==> src/rtl/micro_ctrl_pkg.sv <==
// micro_ctrl_pkg: shared definitions for the am2910 microprogram sequencer
// controller -- opcode constants, microword field layout, pipeline-register
// image and controller state enumeration.
package micro_ctrl_pkg;

  // am2910 instruction codes the controller cares about
  localparam logic [3:0] OP_JZ   = 4'h0;
  localparam logic [3:0] OP_CJS  = 4'h1;
  localparam logic [3:0] OP_PUSH = 4'h4;
  localparam logic [3:0] OP_JSRP = 4'h5;
  localparam logic [3:0] OP_CONT = 4'hE;

  // Microword field bit positions
  localparam int I_HI     = 31;
  localparam int I_LO     = 28;
  localparam int D_HI     = 27;
  localparam int D_LO     = 16;
  localparam int CSEL_HI  = 15;
  localparam int CSEL_LO  = 13;
  localparam int CPOL_BIT = 12;
  localparam int HBIT_BIT = 11;
  localparam int CTRL_HI  = 10;
  localparam int CTRL_LO  = 0;

  // Controller state; encoding is visible on the STATE port
  typedef enum logic [1:0] {
    ST_HALT  = 2'd0,
    ST_RUN   = 2'd1,
    ST_STEP  = 2'd2,
    ST_FAULT = 2'd3
  } state_e;

  // Pipeline register image: decoded microword plus the carry-in to the am2910
  typedef struct packed {
    logic [3:0]  i;
    logic [11:0] d;
    logic [2:0]  csel;
    logic        cpol;
    logic        hbit;
    logic [10:0] ctrl;
    logic        ci;
  } pipe_t;

  // HOLD word: CONT with CI=0 keeps the am2910 microaddress frozen
  localparam pipe_t PIPE_HOLD = '{i: OP_CONT, d: 12'h000, csel: 3'd0, cpol: 1'b0,
                                  hbit: 1'b0, ctrl: 11'h000, ci: 1'b0};

  // Reset image: JZ sends the am2910 to address 0
  localparam pipe_t PIPE_RESET = '{i: OP_JZ, d: 12'h000, csel: 3'd0, cpol: 1'b0,
                                   hbit: 1'b0, ctrl: 11'h000, ci: 1'b1};

  // Split a fetched control-store word into pipeline-register fields
  function automatic pipe_t decode_word(input logic [31:0] w);
    pipe_t p;
    p.i    = w[I_HI:I_LO];
    p.d    = w[D_HI:D_LO];
    p.csel = w[CSEL_HI:CSEL_LO];
    p.cpol = w[CPOL_BIT];
    p.hbit = w[HBIT_BIT];
    p.ctrl = w[CTRL_HI:CTRL_LO];
    p.ci   = 1'b1;
    return p;
  endfunction

endpackage

==> src/rtl/micro_cc_mux.sv <==
// micro_cc_mux: condition-code select for the am2910. CSEL=0 means
// "unconditional": CCEN=1 and CC=1. Otherwise the selected live status flag is
// XORed with the polarity bit; CC low means the test passed.
module micro_cc_mux
  import micro_ctrl_pkg::*;
(
  input  logic [2:0] csel_i,
  input  logic       cpol_i,
  input  logic [7:0] cond_i,
  output logic       cc_o,
  output logic       ccen_o
);

  // Select and polarise the live condition flag
  always_comb begin
    ccen_o = (csel_i == 3'd0);
    cc_o   = 1'b1;
    if (csel_i != 3'd0) begin
      cc_o = ~(cond_i[csel_i] ^ cpol_i);
    end
  end

endmodule

==> src/rtl/micro_ctrl.sv <==
// micro_ctrl: run/step/halt controller and pipeline register sitting between
// the control store and an am2910 sequencer. Build option
// MICRO_CTRL_CYCCNT_EN enables the saturating executed-microword counter on
// CYC; without it CYC is tied to 0.
module micro_ctrl
  import micro_ctrl_pkg::*;
(
  input  logic        CP,
  input  logic        RESET_N,
  input  logic [11:0] Y,
  output logic [11:0] CS_A,
  input  logic [31:0] CS_Q,
  input  logic [7:0]  COND,
  input  logic        FULL,
  input  logic        RUN_REQ,
  input  logic        STEP_REQ,
  input  logic        HALT_REQ,
  output logic [3:0]  I,
  output logic [11:0] D,
  output logic        CC,
  output logic        CCEN,
  output logic        CI,
  output logic        RLD,
  output logic        OE,
  output logic [10:0] CTRL,
  output logic [1:0]  STATE,
  output logic [15:0] CYC
);

  state_e state_q, state_d;
  pipe_t  pipe_q, pipe_d;
  logic   fetch;
  logic   push_op;
  logic   fault_hit;

  assign CS_A  = Y;
  assign I     = pipe_q.i;
  assign D     = pipe_q.d;
  assign CI    = pipe_q.ci;
  assign CTRL  = pipe_q.ctrl;
  assign RLD   = 1'b1;
  assign OE    = 1'b0;
  assign STATE = state_q;

  // A stack-pushing instruction issued while the am2910 stack is full is fatal
  assign push_op   = (pipe_q.i == OP_CJS) || (pipe_q.i == OP_PUSH) || (pipe_q.i == OP_JSRP);
  assign fault_hit = ((state_q == ST_RUN) || (state_q == ST_STEP)) && FULL && push_op;

  micro_cc_mux u_cc_mux (
    .csel_i (pipe_q.csel),
    .cpol_i (pipe_q.cpol),
    .cond_i (COND),
    .cc_o   (CC),
    .ccen_o (CCEN)
  );

  // Next state and fetch-or-hold decision
  always_comb begin
    state_d = state_q;
    fetch   = 1'b0;
    case (state_q)
      ST_HALT: begin
        if (!HALT_REQ) begin
          if (RUN_REQ) begin
            state_d = ST_RUN;
            fetch   = 1'b1;
          end else if (STEP_REQ) begin
            state_d = ST_STEP;
            fetch   = 1'b1;
          end
        end
      end
      ST_STEP: begin
        state_d = fault_hit ? ST_FAULT : ST_HALT;
      end
      ST_RUN: begin
        if (fault_hit) begin
          state_d = ST_FAULT;
        end else if (HALT_REQ || pipe_q.hbit) begin
          state_d = ST_HALT;
        end else begin
          fetch = 1'b1;
        end
      end
      ST_FAULT: begin
        state_d = ST_FAULT;
      end
      default: begin
        state_d = ST_HALT;
      end
    endcase
    pipe_d = fetch ? decode_word(CS_Q) : PIPE_HOLD;
  end

  // State and pipeline register
  always_ff @(posedge CP) begin
    if (!RESET_N) begin
      state_q <= ST_HALT;
      pipe_q  <= PIPE_RESET;
    end else begin
      state_q <= state_d;
      pipe_q  <= pipe_d;
    end
  end

`ifdef MICRO_CTRL_CYCCNT_EN
  logic [15:0] cyc_q, cyc_d;

  // Saturating count of fetched microwords
  always_comb begin
    cyc_d = cyc_q;
    if (fetch && (cyc_q != 16'hFFFF)) begin
      cyc_d = cyc_q + 16'd1;
    end
  end

  // Counter register
  always_ff @(posedge CP) begin
    if (!RESET_N) begin
      cyc_q <= 16'h0000;
    end else begin
      cyc_q <= cyc_d;
    end
  end

  assign CYC = cyc_q;
`else
  assign CYC = 16'h0000;
`endif

endmodule

==> config.mk <==
export PLATFORM = sky130hd
export DESIGN_NAME = micro_ctrl
export DESIGN_NICKNAME = d
export VERILOG_FILES = /design/src/rtl/micro_ctrl_pkg.sv /design/src/rtl/micro_cc_mux.sv /design/src/rtl/micro_ctrl.sv
export SDC_FILE = /design/constraint.sdc
export NUM_CORES = 1
export LEC_CHECK = 0
export CORE_ASPECT_RATIO = 1.25
export CORE_UTILIZATION = 34
export DETAILED_ROUTE_END_ITERATION = 6
export GPL_TIMING_DRIVEN = 0
export HOLD_SLACK_MARGIN = 0.1
export PLACE_DENSITY = 0.78
export SLEW_MARGIN = 20
export SYNTH_ARGS = -nofsm -noshare
export SYNTH_HDL_FRONTEND = slang
export SYNTH_SLANG_ARGS = --single-unit
==> constraint.sdc <==
create_clock -name CP -period 2.16 [get_ports CP]
set_input_delay 0.54 -clock CP [delete_from_list [all_inputs] [get_ports CP]]
set_output_delay 0.54 -clock CP [all_outputs]
set_load 0.02 [all_outputs]
After elaboration in Yosys (flattened, before gate mapping)
Cells that the tools add are included.
{ "classes": {"bitwise_logic": 2, "n_lt_le_gt_ge": 1, "n_reduce_logical": 11, "eq_ne": 9, "muxes": 17} }
{ "ops": {"columns": ["op", "n"], "rows": [
  ["33-bit 2-to-1 mux", 1],
  ["2-bit 2-to-1 mux", 6],
  ["4-bit by 3-bit equality test with 1-bit output (second input constant)", 2],
  ["2-bit one-hot mux with 4 select lines", 1],
  ["1-bit 2-to-1 mux", 7],
  ["2-bit equality test (second input constant)", 2],
  ["4-bit by 1-bit equality test with 1-bit output (second input constant)", 1],
  ["1-bit logical OR", 4],
  ["3-bit by 4-bit < comparator with 1-bit output (second input constant)", 1],
  ["1-bit binary-select mux with 3-bit select", 1],
  ["3-bit zero test", 1],
  ["3-bit by 2-bit != test with 1-bit output (second input constant)", 1],
  ["3-bit != test (second input constant)", 1],
  ["3-bit AND reduction", 1],
  ["3-bit nonzero test", 1],
  ["2-bit by 1-bit equality test with 1-bit output (second input constant)", 1],
  ["1-bit logical AND", 2],
  ["2-bit zero test", 1],
  ["2-bit != test (second input constant)", 1],
  ["1-bit one-hot mux with 2 select lines", 1],
  ["2-bit AND reduction", 1],
  ["1-bit inverter", 1],
  ["1-bit XOR", 1]
]} }
{ "totals": {"reg_bits": 35, "inputBits": 58, "out_inout_bits": 62, "word_cells": 49} }

Depth between registers and ports, before layout
Gate-level depths: netlist of run 1.
{ "logic_depth": {"word_depth": 7, "depth_mapped": 8, "mapped_depth_nobuf": 6} }

Cells and area by module
Synthesis of run 1 repeated with hierarchy kept, for this count alone.
{ "hier_totals": {"hier_cells": 169, "area_unflattened_um2": 1664.1} }
{ "by_module_without_submodules": {"columns": ["module", "area_per_inst_um2", "seq_area_each_um2", "n_inst", "cells_per_inst"], "rows": [
  ["micro_ctrl", 1549.0, 700.7, 1, 154],
  ["micro_cc_mux", 115.1, 0.0, 1, 15]
]} }

Least setup slack after synthesis of run 1
No wires, ideal clock.
{ "synth_timing": {"path_kind": "input to output", "startpoint": "input port COND[7]", "endpoint": "output port CC", "setup_slack_ps": 191, "arrival_time_ps": 1429, "path_stages": 4, "required_ps": 1620, "n_path_buf": 0, "cell_sequence": "mux4_2 -> mux2i_1 -> xnor2_1 -> nand2b_1"} }
{ "synth_via": {"elab_chain_len": 5} }
{ "synth_lines": {"columns": ["item", "line", "rtl"], "rows": [
  ["start, declared", "micro_ctrl.sv:13", "input logic [7:0] COND,"],
  ["1-bit binary-select mux with 3-bit select", "micro_cc_mux.sv:19", "cc_o = ~(cond_i[csel_i] ^ cpol_i);"],
  ["1-bit 2-to-1 mux (implied by the code)", "micro_cc_mux.sv:19", null],
  ["1-bit XOR", "micro_cc_mux.sv:19", null],
  ["1-bit inverter", "micro_cc_mux.sv:19", null],
  ["1-bit 2-to-1 mux", "micro_cc_mux.sv:18", "if (csel_i != 3'd0) begin"],
  ["end, declared", "micro_ctrl.sv:20", "output logic CC,"]
]} }
Every way passes these cells. The select of a mux whose other input is x is not followed.

Final worst setup path of run 1
{ "layout_timing": {"startpoint": "input port COND[1]", "endpoint": "output port CC"} }
The elaborated chain is that of the path after synthesis.

==> results.toml, run 1 <==
[power]
switching_part_of_the_total_power_pct = 27.63
ir_drop_mv = 0.4466
netSwitchingPower_w = 0.0005462
power.density_nw_per_um2 = 733.4
share_comb_of_total_power_pct = 36.2
power_w = 0.001977
static_leakage_nw = 1.246
internal_power_w = 0.001430
share_clk_of_total_power_pct = 25.2
seqPwrFrac_pct = 38.5

[worst_hold_path]
hold_class = "reg2reg"
hold_path_start = "STATE[1]"

[route]
postRouteWirelength_um = 3063
viasPerCell = 3.870
drt-wirelength-per-cell_um = 9.254
drt_first_pass_iters = 3
drt_first_iter_violations = 19
count_of_antenna_violating_nets_left_after_detailed_routing = 0
vias = 1281
drc = 0

[timing]
final_critical_path_required_period_ns = 2.203
hold_viol_final = 0
max_clock_freq_mhz = 454.0
slew_violations = 0
fin_skew_ns = 0.004164
grt_setup_unrepaired = "yes"
finalWorstSetupSlack_ns = -0.04259
setup_violations = 1
timing.final.crit_share_pct = 102.0

[die]
start_util_pct = 35.86
top_level_pins = 120
die_x_um = 63.34
core.rowCount = 27
die-area_um2 = 4983
fp.dieH_um = 78.68
coreArea_um2 = 4459

[setup_path]
worst_r2r_endpoint = "pipe_q[13]"
cpPeakStageDelay_ns = 0.45
cp-end-kind = "primary output"
worstSetupEndpoint = "CC"
worstSetupPathType = "in2out"
crit-reg2reg-launch = "STATE[0]"
critPathArrivalTime_ns = 1.66
worst_path_dominant_cell_family = "multiplexers"
required_time_at_the_worst_slack_endpoint_ns = 1.62
critical_path_peak_fanout = 1
critical_path.startpoint = "COND[1]"
critical-path-slowest-cell = "mux4_2"
reg2reg_setup_slack_ns = 0.36
timing.critical_path.depth = 6
worstSetupStartpointType = "input port"
worstRegToRegCells = 8
ordered_cell_list_for_the_critical_path = "clkdlybuf4s15_1 -> mux4_2 -> mux2i_1 -> xnor2_1 -> nand2b_1 -> buf_6"
crit_buf_inv = 2

[global_routing]
grt_antenna_before_repair = 0
global_route.usage.total_pct = 12.68
globalRouteOverflowTotal = 0
grt_pass1_vias = 1177
grt_start_max_net_pins = 11
grt_pass1_wl_um = 4899

[cells_and_area]
stdcell_area_um2 = 2695
area_delta_synth_final_pct = 68.54
most-common-layout-cells = "79 x clkdlybuf4s50_1, 58 x buf_4, 34 x dfxtp_1"
layout.cells.most_common = "clkdlybuf4s50_1"
final_net_count = 333
antenna_cells = 0
final_layout_size_suffix_gt1_share_pct = 29.30

[placed_design]
port-buffer-count = 89
detailed_place.area_um2 = 2623
dp.final_hpwl_um = 2563
gpl_congestion = 0.7123

[clocking]
numCtsBuffers = 5
cts.repair_timing.setup_buffer_count = 0
clock_sink_count = 35
clock_tree.root_cell = "clkbuf_8"
ctsHtreeMaxLevel = 2
clockBufferDepth = 2
cts_hold_buf = 0
tritoncts = "yes"
clk_latency_ns = 0.27
clk_pin_slew_ns = 0.07

[logic_synthesis]
synth_area_per_cell_um2 = 9.994
top_cells_by_area_synth = "dfxtp_1 44%, buf_4 27%, and2_1 11%"
synth_warnings = 0
count_of_state_elements_after_synthesis = 35
netlist_area_um2 = 1599
synth_top_cell_area_share_pct = 43.82
ys_seq_area_share_pct = 43.82
synth_cells = 160
synth_area_leader_cell = "dfxtp_1"
yosys.cell_types.count = 26

[run_status]
outcome = "finished with violations"
failing_checks = "negative setup slack"

[run]
drv_cap = 0
per-layer routing:
layer  GRT usage, %  vias to the layer above  wire [um]
li1               -                      648          -
met1          11.19                      568       1022
met2          24.79                       63       1760
met3          5.523                        2        267
met4          4.318                        0         12
met5              0                        -          0
final cells by class:
cell class	count	area [um^2]
Buffer	60	451.7
Timing Repair Buffer	89	859.6
Clock buffer	8	100.1
Sequential cell	35	704.4
Tap cell	58	72.57
Multi-Input combinational cell	79	499.2
Inverter	2	7.507
Fill cell	428	1764
logic make-up (layout without fill, tap and decap cells):
kind of cell	after synthesis	after routing	synth area share, %
AOI/OAI and AO/OA	6	6	2.973
xor gates and xnor gates	1	1	0.5478
adders and majority gates	3	3	2.348
buffers and inverters	62	159	28.72
DFF	35	35	43.82
muxes	3	3	3.443
other	2	18	0.4697
and+or+nand+nor	48	48	17.68
how the worst min path moves through the flow:
stage,end,slack [ns],cells past startpoint
after floorplan,I[1],0.65,2
after CTS,STATE[1],0.58,1
after global placement,STATE[1],0.55,1
after global routing,STATE[1],0.60,1
final,STATE[1],0.57,1
after detailed placement,STATE[1],0.56,1
worst reg2reg max path, delay by kind of cell, from the launching register on:
| family | cells | cell delay (ns) |
|---|---|---|
| AOI/OAI and AO/OA | 2 | 0.36 |
| and+or+nand+nor | 2 | 0.27 |
| buffers and inverters | 3 | 0.37 |
| DFF | 1 | 0.40 |
| adders and majority gates | 1 | 0.28 |
cells in the mapped netlist (all sizes together):
library cell and count:
dfxtp 35, ha 3, inv 2, conb 2
nor3b 1, nand2b 1, xnor2 1, nand3 1
a32o 2, mux2i 1, or2b 1, o21ai 2
nor2 3, nand2 8, and3 1, or3b 1
buf 59, clkbuf 1, o22ai 1, and2 29
nor3 1, a21boi 1, nand4bb 1, mux4 2
stage by stage:
stage | setup slack [ns] | util, % | cells | hold WS [ns] | TNS, ns
3_5_place_dp | -0.7125 | 58.81 | 323 | 0.5590 | -0.7125
4_1_cts | -0.05793 | 60.44 | 331 | 0.5800 | -0.05793
5_1_grt | -0.1725 | 60.44 | 331 | 0.6015 | -0.1725
3_3_place_gp | -0.7221 | 58.81 | 323 | 0.5502 | -0.7221
2_1_floorplan | 0.1906 | - | 176 | 0.6473 | 0
6_report | -0.04259 | 60.44 | 331 | 0.5709 | -0.04259
sequential cells by signal (all words and copies together) (netlist names):
| name | flops |
|---|---|
| STATE | 2 |
| I | 4 |
| pipe_q | 5 |
| CTRL | 11 |
| CI | 1 |
| D | 12 |
power by group through the flow:
| stage | clock network [W] | logic, W | registers (W) |
|---|---|---|---|
| after floorplan | 0 | 0.000423 | 0.000788 |
| after global placement | 0 | 0.000723 | 0.000774 |
| after detailed placement | 0 | 0.000730 | 0.000777 |
| after CTS | 0.000522 | 0.000728 | 0.000763 |
| after global routing | 0.000553 | 0.000777 | 0.000771 |
| final | 0.000499 | 0.000716 | 0.000762 |
timing repair:
item	in CTS	in global routing
setup endpoints to repair	1	2
pin swaps	1	1
cloned	0	0
gates resized for setup	30	3
endpoints found under the hold margin	0	0
Note: power is estimated with default switching activity, not from simulation.
==> run 2, diff against run 1 <==
--- a/config.mk
+++ b/config.mk
@@ -11,6 +11,7 @@
 export GPL_TIMING_DRIVEN = 0
 export HOLD_SLACK_MARGIN = 0.1
 export PLACE_DENSITY = 0.78
+export SETUP_SLACK_MARGIN = 0.1
 export SLEW_MARGIN = 20
 export SYNTH_ARGS = -nofsm -noshare
 export SYNTH_HDL_FRONTEND = slang
==> results of run 2 <==
The final DEF is identical to that of run 1; final timing and power are the same.
==> run 3, diff against run 2 <==
--- a/config.mk
+++ b/config.mk
@@ -10,7 +10,7 @@
 export DETAILED_ROUTE_END_ITERATION = 6
 export GPL_TIMING_DRIVEN = 0
 export HOLD_SLACK_MARGIN = 0.1
-export PLACE_DENSITY = 0.78
+export PLACE_DENSITY = 0.84
 export SETUP_SLACK_MARGIN = 0.1
 export SLEW_MARGIN = 20
 export SYNTH_ARGS = -nofsm -noshare
==> run 3 against run 2 <==
The run still ends with negative setup slack left. Die area stayed put. Critical path depth did not move. Register-to-register slack got worse by 0.02 ns. Combinational power grew 2%. Non-clock buffer count stayed put. Highest routed layer unchanged. Setup slack got worse by 0.11 ns. Sequential share of layout area rose by 0.13 points. Global-route usage increased by 0.81 points. First-iteration DRC count fell by 26%. Wire length increased by 7.1%.
==> results.toml, run 3 (synthesized netlist as in run 1, its figures left out) <==
[die]
coreArea_um2 = 4459
die_x_um = 63.34
core.rowCount = 27
die-area_um2 = 4983
top_level_pins = 120
start_util_pct = 35.86
fp.dieH_um = 78.68

[clocking]
clock_sink_count = 35
clk_latency_ns = 0.27
clk_pin_slew_ns = 0.07
cts.repair_timing.setup_buffer_count = 0
tritoncts = "yes"
clock_tree.root_cell = "clkbuf_8"
clockBufferDepth = 2
ctsHtreeMaxLevel = 2
numCtsBuffers = 5

[cells_and_area]
stdcell_area_um2 = 2681
final_net_count = 333
final_layout_size_suffix_gt1_share_pct = 28.41
most-common-layout-cells = "79 x clkdlybuf4s50_1, 58 x buf_4, 34 x dfxtp_1"
antenna_cells = 0
largest_register_ffs = 12
finalNonFillerCells = 329
layout.cells.most_common = "clkdlybuf4s50_1"
area_delta_synth_final_pct = 67.68

[setup_path]
worstSetupStartpointType = "input port"
crit-reg2reg-launch = "STATE[0]"
worstSetupEndpoint = "CC"
cp-end-kind = "primary output"
critical_path_peak_fanout = 1
worstSetupPathType = "in2out"
critPathArrivalTime_ns = 1.77
required_time_at_the_worst_slack_endpoint_ns = 1.62
reg2reg_setup_slack_ns = 0.34
worst_r2r_endpoint = "D[5]"
critical_path.startpoint = "COND[2]"
worstRegToRegCells = 8

[timing]
grt_setup_unrepaired = "yes"
setup_violations = 1
final_critical_path_required_period_ns = 2.311
max_clock_freq_mhz = 432.7
timing.final.crit_share_pct = 107.0
hold_viol_final = 0
fin_skew_ns = 0.005126
finalWorstSetupSlack_ns = -0.1510
finalHoldWorstSlack_ns = 0.5631
slew_violations = 0

[run_status]
outcome = "finished with violations"
failing_checks = "negative setup slack"

[placed_design]
gpl_congestion = 0.7109
port-buffer-count = 89
dp.final_hpwl_um = 2662
place_inst = 323
placement.setup.worst_slack_ns = -0.8486
detailed_place.area_um2 = 2623

[worst_hold_path]
hold_path_start = "STATE[1]"
whs_path_cells = 1
hold_class = "reg2reg"

[route]
drt_first_pass_iters = 4
drt-wirelength-per-cell_um = 9.976
count_of_antenna_violating_nets_left_after_detailed_routing = 0
drc = 0
postRouteWirelength_um = 3282
viasPerCell = 3.815
drt_first_iter_violations = 14
vias = 1255

[global_routing]
gr-usage-met3_pct = 5.959
grt_pass1_wl_um = 5195
groute.layer.met2.usage_pct = 25.74
use_met1_pct = 12.12
grt_pass1_vias = 1212
grt_antenna_before_repair = 0
grt_start_max_net_pins = 11
global_route.usage.total_pct = 13.48
grt_most_used_layer = "met2"
globalRouteOverflowTotal = 0

[power]
power.density_nw_per_um2 = 712.7
ir_drop_mv = 0.4231
static_leakage_nw = 1.234

[run]
drv_cap = 0
-- run 3: changes by cell type in the layout (fill, tap and decap cells not counted) --
cell,change
buf_2,-1
clkbuf_2,-1
clkbuf_8,-2
clkdlybuf4s15_1,+2
mux2i_1,-1
mux2i_2,+1
-- run 3: final cells by class --
class | count | area, um^2
Tap cell | 58 | 72.57
Clock buffer | 6 | 72.57
Inverter | 2 | 7.507
Sequential cell | 35 | 704.4
Fill cell | 385 | 1778
Multi-Input combinational cell | 79 | 503.0
Timing Repair Buffer | 89 | 869.6
Buffer | 60 | 451.7
-- run 3: metrics by stage --
step / setup TNS, ns / total power (W) / utilization [%]
2_1_floorplan: 0 / 0.001211 / -
3_3_place_gp: -0.7410 / 0.001496 / 58.81
3_5_place_dp: -0.8486 / 0.001511 / 58.81
4_1_cts: -0.1807 / 0.001942 / 60.02
5_1_grt: -0.2074 / 0.002020 / 60.13
6_report: -0.1510 / 0.001911 / 60.13
-- run 3: worst min-delay path by stage --
stage                     endpoint
after floorplan               I[1]
after global placement    STATE[1]
after detailed placement  STATE[1]
after CTS                 STATE[1]
after global routing      STATE[1]
final                     STATE[1]
-- run 3: power breakdown --
group	internal, W	switching, W	leakage (nW)
Sequential	0.000725	0.0000360	0.288
Clock	0.000215	0.000205	0.0371
Combinational	0.000419	0.000312	0.909
Total	0.00136	0.000553	1.23
-- run 3: routing by layer --
metal / up-vias / routed length (um)
met5: - / 0
met1: 537 / 1120
li1: 648 / -
met2: 66 / 1795
met3: 4 / 337
met4: 0 / 29
-- run 3: critical path: stages --
cell and delay, ns:
clkdlybuf4s15_1 0.16, mux4_2 0.46, mux2i_2 0.22, xnor2_1 0.16
nand2b_1 0.10, buf_6 0.14
-- run 3: what timing repair did --
| item | 4_1_cts | 5_1_grt |
|---|---|---|
| setup endpoints to repair | 1 | 2 |
| hold buffers | 0 | 0 |
| pin swaps | 1 | 0 |
| gates resized for setup | 30 | 2 |
| cloned | 0 | 0 |
